===== config.mk =====
export PLATFORM = sky130hd
export DESIGN_NAME = id_stall_controller
export DESIGN_NICKNAME = d
export VERILOG_FILES = /design/src/rtl/id_ctrl_pkg.sv /design/src/rtl/id_hazard_match.sv /design/src/rtl/id_stall_controller.sv
export SDC_FILE = /design/constraint.sdc
export NUM_CORES = 1
export LEC_CHECK = 0
export CORE_MARGIN = 5
export CORE_UTILIZATION = 37
export DETAILED_ROUTE_END_ITERATION = 16
export HOLD_SLACK_MARGIN = 0.05
export PLACE_DENSITY = 0.75
export SYNTH_ARGS = -nofsm -noshare
export SYNTH_HDL_FRONTEND = slang
export SYNTH_HIERARCHICAL = 1
export SYNTH_SLANG_ARGS = --single-unit

===== constraint.sdc =====
create_clock -name CLK -period 1.8 [get_ports CLK]
set_input_delay 0.36 -clock CLK [delete_from_list [all_inputs] [get_ports CLK]]
set_output_delay 0.36 -clock CLK [all_outputs]
set_load 0.01 [all_outputs]

===== src/rtl/id_ctrl_pkg.sv =====
// Shared definitions for the ID-stage stall/drain controller.
// Holds the drain FSM state encoding and the NOP instruction word
// that a bubble represents in the ID->EXE register.
package id_ctrl_pkg;

  typedef enum logic [1:0] {
    ST_RUN     = 2'd0,
    ST_DRAIN   = 2'd1,
    ST_NOTIFY  = 2'd2,
    ST_RELEASE = 2'd3
  } id_state_t;

  localparam logic [31:0] ID_NOP = 32'h0000_0000;

endpackage


===== src/rtl/id_hazard_match.sv =====
// Operand-vs-destination comparator for one hazard class.
// Latency: combinational, zero cycles.
// Backpressure: none; the caller folds the result into its stall logic.
module id_hazard_match (
  input  logic [4:0] reg_a,
  input  logic [4:0] reg_b,
  input  logic       uses_a,
  input  logic       uses_b,
  input  logic [4:0] write_reg,
  input  logic       qual,
  output logic       match
);

  // Register $0 is hardwired to zero, so writes to it never create a dependency.
  always_comb begin
    match = qual && (write_reg != 5'd0) &&
            ((uses_a && (reg_a == write_reg)) || (uses_b && (reg_b == write_reg)));
  end

endmodule


===== src/rtl/id_stall_controller.sv =====
// ID-stage hazard interlock and syscall/LL/SC drain sequencer.
// Latency: Stall_ID/Bubble_EXE combinational; SYS/Draining registered.
// Backpressure: MEM_Busy freezes the FSM and holds ID without bubbling.
// Optional macro ID_BRANCH_INTERLOCK_EN adds a branch-operand interlock.
module id_stall_controller
  import id_ctrl_pkg::*;
#(
  parameter int DRAIN_CYCLES = 3,
  parameter int CNT_W        = 3
) (
  input  logic       CLK,
  input  logic       RESET,
  input  logic       ID_Valid,
  input  logic [4:0] ID_RegA,
  input  logic [4:0] ID_RegB,
  input  logic       ID_UsesA,
  input  logic       ID_UsesB,
  input  logic       ID_Branch,
  input  logic       ID_Syscall,
  input  logic       ID_NoNotify,
  input  logic [4:0] EXE_WriteReg,
  input  logic       EXE_RegWrite,
  input  logic       EXE_MemRead,
  input  logic       MEM_Busy,
  output logic       Stall_ID,
  output logic       Bubble_EXE,
  output logic       SYS,
  output logic       Draining
);

  // The syscall-detect cycle already inserts one bubble, so the counter
  // covers the remaining DRAIN_CYCLES-1 bubbles before NOTIFY.
  localparam logic [CNT_W-1:0] CNT_LOAD = CNT_W'(DRAIN_CYCLES - 1);
  localparam logic [CNT_W-1:0] CNT_ONE  = CNT_W'(1);

  id_state_t        state, state_nxt;
  logic [CNT_W-1:0] cnt, cnt_nxt;
  logic             sys_nxt;
  logic             load_use;
  logic             branch_hz;

  id_hazard_match u_load_use (
    .reg_a     (ID_RegA),
    .reg_b     (ID_RegB),
    .uses_a    (ID_UsesA),
    .uses_b    (ID_UsesB),
    .write_reg (EXE_WriteReg),
    .qual      (ID_Valid & EXE_MemRead & EXE_RegWrite),
    .match     (load_use)
  );

`ifdef ID_BRANCH_INTERLOCK_EN
  // Branches compare in ID, so any in-flight ALU result they read must land first.
  id_hazard_match u_branch (
    .reg_a     (ID_RegA),
    .reg_b     (ID_RegB),
    .uses_a    (ID_UsesA),
    .uses_b    (ID_UsesB),
    .write_reg (EXE_WriteReg),
    .qual      (ID_Valid & ID_Branch & EXE_RegWrite),
    .match     (branch_hz)
  );
`else
  // Branch operands are forwarded elsewhere; ID_Branch is intentionally unused.
  logic unused_branch;
  assign unused_branch = ID_Branch;
  assign branch_hz     = 1'b0;
`endif

  // State register, drain counter and registered status outputs.
  always_ff @(posedge CLK or negedge RESET) begin
    if (!RESET) begin
      state    <= ST_RUN;
      cnt      <= '0;
      SYS      <= 1'b0;
      Draining <= 1'b0;
    end else begin
      state    <= state_nxt;
      cnt      <= cnt_nxt;
      SYS      <= sys_nxt;
      Draining <= (state_nxt != ST_RUN);
    end
  end

  // Next-state and stall/bubble decode; MEM_Busy overrides everything and freezes state.
  always_comb begin
    state_nxt  = state;
    cnt_nxt    = cnt;
    sys_nxt    = SYS;
    Stall_ID   = 1'b0;
    Bubble_EXE = 1'b0;
    if (MEM_Busy) begin
      Stall_ID = 1'b1;
    end else begin
      case (state)
        ST_RUN: begin
          sys_nxt = 1'b0;
          if (ID_Valid && ID_Syscall) begin
            Stall_ID   = 1'b1;
            Bubble_EXE = 1'b1;
            cnt_nxt    = CNT_LOAD;
            state_nxt  = (CNT_LOAD == '0) ? ST_NOTIFY : ST_DRAIN;
          end else if (branch_hz || load_use) begin
            Stall_ID   = 1'b1;
            Bubble_EXE = 1'b1;
          end
        end
        ST_DRAIN: begin
          Stall_ID   = 1'b1;
          Bubble_EXE = 1'b1;
          if (cnt <= CNT_ONE) begin
            cnt_nxt   = '0;
            state_nxt = ST_NOTIFY;
          end else begin
            cnt_nxt = cnt - CNT_ONE;
          end
        end
        ST_NOTIFY: begin
          Stall_ID   = 1'b1;
          Bubble_EXE = 1'b1;
          sys_nxt    = !ID_NoNotify;
          state_nxt  = ST_RELEASE;
        end
        ST_RELEASE: begin
          sys_nxt   = 1'b0;
          state_nxt = ST_RUN;
        end
        default: begin
          sys_nxt   = 1'b0;
          state_nxt = ST_RUN;
        end
      endcase
    end
  end

endmodule


---- Word level (Yosys, flattened, before mapping) ----
Index checks and enable logic that the tools add are counted.
cells by class
  add/sub/neg operators ................... 1
  $lt $le $gt $ge ......................... 1
  eq/ne operators ......................... 6
  mux-type cells .......................... 13
  bitwise logic cells ..................... 3
  reduce and logical (&&, ||, !) cells .... 16
operators by type and width
  kind                                                            number
  equality test 5 bit                                             2
  case mux 2 bit (4 select lines)                                 1
  two-way mux 2 bit                                               3
  two-way mux 3 bit                                               2
  case mux 3 bit (2 select lines)                                 1
  nonzero test 2 bit                                              3
  logical AND 1 bit                                               5
  nonzero test 5 bit                                              1
  equality test 2 bit, second input constant                      2
  two-way mux 1 bit                                               4
  case mux 1 bit (2 select lines)                                 2
  OR reduction 2 bit                                              2
  less-or-equal comparator 3 x 1 -> 1 bit, second input constant  1
  AND reduction 3 bit                                             1
  subtractor 3 x 1 -> 3 bit, second input constant                1
  AND 1 bit                                                       2
  equality test 2 x 1 -> 1 bit, second input constant             1
  logical NOT 2 bit                                               1
  != test 2 bit, second input constant                            1
  AND reduction 2 bit                                             1
  logical NOT 1 bit                                               1
  logical OR 1 bit                                                1
  NOT 1 bit                                                       1
word-level totals
  register bits ........................... 7
  input bits .............................. 26
  output and inout port bits .............. 4

---- Longest topological paths before layout ----
  depth in word-level cells ............... 8
  mapped depth ............................ 7
  gate-level depth less buffers ........... 7

---- Cells and area by module ----
Netlist, hierarchy kept.
modules (own cells, without submodules)
  module               times used  cells an instance  area each (um^2)
  id_stall_controller  1           58                 554.3
  id_hazard_match      1           17                 133.9

---- Least setup slack after synthesis ----
OpenSTA, ideal clock, no wires.
  path type ............................... input to output
  start ................................... in EXE_WriteReg[1]
  end ..................................... out Stall_ID
  arrival ................................. 1.474 ns
  data required time ...................... 1.440 ns
  path slack .............................. -0.034 ns
  stages on the path ...................... 6
  buffers on the path ..................... 0
  path through ............................ or4_1 -> o21ai_1 -> a21oi_1 -> a21o_1 -> a21oi_1 -> o21ai_0
between the ends
  cells in the longest elaborated chain, start to end .. 8
  elaborated cells on any way between the ends .. 12
  classes of those cells .................. 2 x eq/ne; 4 x mux; 6 x reduce/logical
RTL lines
  element                            line                        RTL
  start, declared                    id_stall_controller.sv:21   input logic [4:0] EXE_WriteReg,
  equality test 5 bit                id_hazard_match.sv:17       ((uses_a && (reg_a == write_reg)) || (uses_b && (reg_b == write_reg)));
  logical AND 1 bit                  id_hazard_match.sv:17
  logical OR 1 bit                   id_hazard_match.sv:17
  logical AND 1 bit *                id_hazard_match.sv:16       match = qual && (write_reg != 5'd0) &&
  via load_use                       id_stall_controller.sv:39   logic load_use;
  two-way mux 1 bit *                id_stall_controller.sv:103  end else if (branch_hz || load_use) begin
  two-way mux 1 bit *                id_stall_controller.sv:98   if (ID_Valid && ID_Syscall) begin
  case mux 1 bit (2 select lines) *  id_stall_controller.sv:95   case (state)
  two-way mux 1 bit *                id_stall_controller.sv:92   if (MEM_Busy) begin
  end, declared                      id_stall_controller.sv:25   output logic Stall_ID,
Mark *: on every way through the listed nets, which the timed path passes. The rest lies on a longest branch.

---- Final worst setup path ----
  start ................................... in EXE_WriteReg[2]
  end ..................................... out Stall_ID
Same word-level chain as after synthesis.

==> flow_metrics.env <==
export IMPL_rsz0062_at_grt="true"
export IMPL_synthToLayoutAreaGrowth_pct=64.2
export IMPL_worstSetupStartpoint="EXE_WriteReg[2]"
export IMPL_ys_flop_type="dfrtp_1"
export IMPL_drive_above_1_share_pct=38.7
export IMPL_die_area_um2=2820
export IMPL_grt_use_total_pct=16.9
export IMPL_tightest_slew_ps=343
export IMPL_status="finished, violations left"
export IMPL_whs_ps=371
export IMPL_antenna_found_initial=0
export IMPL_clk_path_buf_depth=2
export IMPL_seqCellArea_um2=175
export IMPL_relSlewSlack_pct=77.0
export IMPL_via_per_inst=5.09
export IMPL_pre_cts_ws_ps=-1050
export IMPL_path_class="in -> out"
export IMPL_synth_cells=75
export IMPL_dpl_hpwl_mm=1.65
export IMPL_drv_slew=0
export IMPL_clk_latency_ps=260
export IMPL_nets=152
export IMPL_cts_hold_buf=0
export IMPL_synth_edff_count=0
export IMPL_power_frac_seq_pct=20.5
export IMPL_grt_max_degree=9
export IMPL_finClkSkew_ps=1.12
export IMPL_path_cells="buf_6 > or4_4 > o21ai_4 > a21oi_2 > a21o_1 > a21oi_2 > o21ai_2 > buf_2"
export IMPL_violations="setup timing"
export IMPL_coreArea_um2=1750
export IMPL_wl_per_cell_um=14.4
export IMPL_p_int_mw=0.800
export IMPL_row_count=15
export IMPL_hp_class="in -> async"
export IMPL_yosys_warnings=6
export IMPL_hold_viol_final=0
export IMPL_seq_area_frac_synth_pct=25.5
export IMPL_cp_start_kind="primary input"
export IMPL_antenna_left=0
export IMPL_final_setup_viol_count=2
export IMPL_cts_sinks=7
export IMPL_p_sw_share_pct=41.0
export IMPL_grt_pass1_wl_mm=3.34
export IMPL_start_util_pct=39.4
export IMPL_overflow=0
export IMPL_drcViolationCount=0
export IMPL_synth_area_um2=688
export IMPL_multi_input_area_um2=526
export IMPL_portBuffers=28
export IMPL_p_sw_mw=0.555
export IMPL_clkTransAtPathRegs_ps=50
export IMPL_cp_max_fo=3
export IMPL_fin_util_pct=64.7
export IMPL_critPathMaxStageDelay_ps=540
export IMPL_post_cts_buffers=0
export IMPL_num_fill_cells=161
export IMPL_arrival_ps=1770
export IMPL_ys_ff_latch=7
export IMPL_num_vias=733
export IMPL_die_x_um=53.1
export IMPL_synth_top_area_share_pct=25.5
export IMPL_io_pin_count=30
export IMPL_root_buffer="clkbuf_4"
export IMPL_setup_ws_ps=-329
export IMPL_fmax_ghz=0.470
export IMPL_period_share_pct=118
export IMPL_yosysTopAreaCell="dfrtp_1"
export IMPL_gp_congestion=0.787
export IMPL_post_place_cells=140
export IMPL_worstReg2RegStart="state[1]"
export IMPL_first_pass_iters=4
export IMPL_netlist_top_cells_area="dfrtp_1 (25%), ha_1 (11%), xor2_1 (10%)"
export IMPL_cp_common_cell="a21oi_2"
export IMPL_cts_tree="done"
export IMPL_cp_end_kind="output pin"
export IMPL_synth_cell_type_count=36
export IMPL_syn_avg_cell_area_um2=9.18
export IMPL_min_period_ps=2130
export IMPL_drt_initial_drc_count=13
export IMPL_required_ps=1440
export IMPL_synthArstFlopShare_pct=100
export IMPL_cp_slowest_cell="or4_4"
export IMPL_worst_path_buf_inv=2
export IMPL_synthTopCellsByCount="inv_1 (8), xor2_1 (8), dfrtp_1 (7)"
export IMPL_max_vdd_ir_drop_uv=566
export IMPL_maxCapViolations=0
export IMPL_clkPwrFrac_pct=10.8
export IMPL_p_comb_share_pct=68.7
export IMPL_p_per_area_nw_per_um2=1200
export IMPL_power_leakage_nw=0.510
export IMPL_die_h_um=53.1
export IMPL_cts_htree_levels=1
export IMPL_numCtsBuffers=3
export IMPL_cp_top_family="compound AO/OA/AOI/OAI gates"
export IMPL_final_cells=144
export IMPL_routed_wirelength_mm=2.07
export IMPL_first_global_vias=778
export IMPL_reg2reg_setup_slack_ps=130
export IMPL_synth_nets=107
export IMPL_diodes=0
flip-flops by register name, indices dropped and copies added, names as in the netlist:
register / count
SYS: 1
state: 2
cnt: 3
Draining: 1
logic make-up (layout without fill, tap and decap cells):
group	after synthesis	count (layout)	share of synthesized area (%)
buf+inv	10	54	5.82
xor+xnor	10	10	12.7
simple gates	16	16	14.7
mux	2	2	3.64
compound gates	24	24	26.7
flops	7	7	25.5
fa+ha+maj	6	6	10.9
layout make-up:
cell class | count | share of cell area, %
Clock buffer | 4 | 2.33
Inverter | 8 | 2.66
Multi-Input combinational cell | 58 | 46.5
Sequential cell | 7 | 15.5
Tap cell | 25 | 2.77
Timing Repair Buffer | 42 | 30.2
per-layer routing:
| layer | GRT usage [%] | vias to the layer above | routed length [um] |
|---|---|---|---|
| li1 | - | 360 | - |
| met1 | 18.8 | 341 | 886 |
| met2 | 28.3 | 23 | 1020 |
| met3 | 5.63 | 9 | 91 |
| met4 | 8.94 | 0 | 72 |
| met5 | 0 | - | 0 |
cells in the final DEF, fill, tap and decap left out, types with 3 or more instances in the layout:
cell type	count
a21oi_2	3
inv_1	8
buf_4	14
buf_2	8
ha_1	6
clkdlybuf4s50_1	12
a211oi_1	3
dfrtp_1	7
clkbuf_4	3
xor2_1	6
path summary, 6_finish.rpt:
path	endpoint	cells past startpoint
hold / removal	state[1]	1
hold reg to reg	SYS	2
setup / recovery	Stall_ID	8
setup reg to reg	cnt[1]	6
max in group asynchronous	cnt[0]	1
min in group CLK	SYS	2
power by group through the flow:
stage          registers [mW]  clock network, mW  logic [mW]
2_1_floorplan           0.289                  0       0.534
3_3_place_gp            0.277                  0       0.913
3_5_place_dp            0.279                  0       0.938
4_1_cts                 0.279              0.154       0.916
5_1_grt                 0.288              0.168        1.02
6_report                0.277              0.147       0.930
timing repair:
action / 4_1_cts / 5_1_grt
hold endpoints to repair: 0 / 0
pin swaps: 18 / 9
resized for setup: 56 / 8
setup endpoints to repair: 2 / 2
per-stage QoR:
step                total power, mW  TNS, ps  area, um^2
floorplan                     0.823        0         696
global placement               1.19    -1970        1100
detailed placement             1.22    -2060        1100
CTS                            1.35     -504        1110
global route                   1.48     -750        1130
finish                         1.35     -622        1130
No activity file was read; power rests on OpenSTA's default activity.
==> edit, RTL diff (same flow settings) <==
Build with the macro `ID_BRANCH_INTERLOCK_EN` defined.
--- a/src/rtl/id_stall_controller.sv
+++ b/src/rtl/id_stall_controller.sv
@@ -3,4 +3,6 @@
 // Backpressure: MEM_Busy freezes the FSM and holds ID without bubbling.
 // Optional macro ID_BRANCH_INTERLOCK_EN adds a branch-operand interlock.
+`define ID_BRANCH_INTERLOCK_EN
+
 module id_stall_controller
   import id_ctrl_pkg::*;
Formal check against the unedited RTL: not equivalent (a bounded check fails within 4 cycles, from zero or initial values and one cycle with RESET low).
==> edit against the unedited design <==
- the run still ends with negative setup slack left
- area after synthesis rose by 11%
- combinational power fell by 9.1%
- sequential share of layout area fell by 1.8 points
- register-to-register slack got worse by 0.06 ns
- critical endpoint is now Bubble_EXE
- critical path depth rose by 1
- worst setup slack got worse by 0.092 ns
- routed wire length rose by 17%
- sequential cell count did not move
- highest routed layer unchanged
- cell area rose by 13%
- total power fell by 6.5%
- via count rose by 15%
- first-iteration DRC count rose by 15%
- synthesized cell count rose by 13%
==> edit: results (changes against the unedited design) <==
| Metric | Value |
|---|---|
| Critical Path AT | 1.86 ns (+0.09 ns) |
| Dpl cells | 160 (+14%) |
| Setup TNS Final | -0.821 ns (-0.200 ns) |
| Endpoints failing setup | 2 (unchanged) |
| Vias in the first global route | 855 (+9.9%) |
| Post-layout nets | 170 (+12%) |
| Routed vias | 841 (+15%) |
| Setup bufs post-CTS | 0 (unchanged) |
| CP max stage delay | 0.32 ns (-0.22 ns) |
| DP HPWL | 1.95 mm (+19%) |
| Synthesized instance count | 85 (+13%) |
| Mapped Nets | 117 (+9.3%) |
| Failing checks | negative setup slack |
| Setup ws final | -0.421 ns (-0.0918 ns) |
| CTS Root Cell | clkbuf_4 |
| Slew headroom | 81.2% (+4.1 points) |
| Library cells used by synthesis | 28 (-22%) |
| Routed len/inst | 14.7 um (+2.5%) |
| PortBufs | 29 (+3.6%) |
| Layout cell share with drive strength beyond 1 | 35.0% (-3.6 points) |
| Clock Tree Buf Depth | 2 (unchanged) |
| Dominant cells by area after synthesis | dfrtp_1, xor2_1, ha_1 |
| Critical path fanouts, max | 2 (-1) |
| First-pass GRT wire length | 3.77 mm (+13%) |
| Largest net degree at the start of global routing | 8 (-1) |
| Switching Share | 39.5% (-1.4 points) |
| Hold Path Class | input pin to asynchronous set/reset pin |
| Final GP Congestion | 0.822 (+4.5%) |
| VDD IR max | 0.000620 V (+9.5%) |
| Worst path slowest cell | nor4_2 |
| Setup WS pre-CTS | -1.21 ns (-0.157 ns) |
| Worst Skew | 0.000717 ns (-0.000403 ns) |
| Sequential Power | 0.281 mW (+1%) |
| Routed wire length | 2.41 mm (+17%) |
| Power in combinational cells | 0.845 mW (-9.1%) |
| Synth cell count leaders | xor2_1, dfrtp_1, ha_1, inv_1, nand3_1 |
| P_leak | 0.571 nW (+12%) |
| Sequential-to-total area share from yosys stat | 23.0% (-2.5 points) |
| Outcome | complete, but fails checks |
| All-Layer GR Usage | 15.4% (-1.5 points) |
| DR iter-0 viols | 15 (+2) |
| Synth warn | 6 (unchanged) |
-- edit: critical path, delay by kind of cell --
kind | cells | cell delay [ns]
AOI/OAI and AO/OA | 3 | 0.34
and+or+nand+nor | 3 | 0.62
buffers and inverters | 2 | 0.36
xor gates and xnor gates | 1 | 0.17
-- edit: routing by layer --
metal	global-route usage (%)	routed length, um
met1	16.5	1020
met2	28.5	1250
met3	3.26	115
met4	6.60	34
met5	0	0
-- edit: cell type report --
cell class / instances / area (um2)
multi-input combinational: 71 / 596
tap: 27 / 33.8
sequential: 7 / 175
clock buffer: 4 / 26.3
inverter: 7 / 40.0
fill: 179 / 682
timing repair buffer: 48 / 409
-- edit: through the flow --
stage | utilization (%) | area, um2 | power (mW)
4_1_cts | 64.2 | 1260 | 1.27
5_1_grt | 65.2 | 1280 | 1.38
2_1_floorplan | - | 771 | 0.735
6_report | 65.2 | 1280 | 1.27
3_5_place_dp | 63.1 | 1240 | 1.13
3_3_place_gp | 63.1 | 1240 | 1.09
-- edit: cell families after synthesis --
kind of cell               synth area share (%)
and+or+nand+nor                            20.5
xor gates and xnor gates                   22.9
AOI/OAI and AO/OA                          17.0
buffers and inverters                      5.25
DFF                                        23.0
adders and majority gates                  9.84
muxes                                      1.48
-- edit: final timing paths --
kind	start	endpoint	slack, ns	cells after the start
max in group asynchronous	RESET	cnt[2]	1.22	1
setup / recovery	ID_RegA[0]	Bubble_EXE	-0.42	9
setup reg to reg	state[0]	Draining	0.07	7
min in group CLK	SYS	SYS	0.52	2
hold / removal	RESET	Draining	0.35	1
hold reg to reg	SYS	SYS	0.52	2
-- edit: repair_timing --
| item | 4_1_cts | 5_1_grt |
|---|---|---|
| setup endpoints to repair | 2 | 3 |
| pin swaps | 15 | 15 |
| gates resized for setup | 50 | 12 |
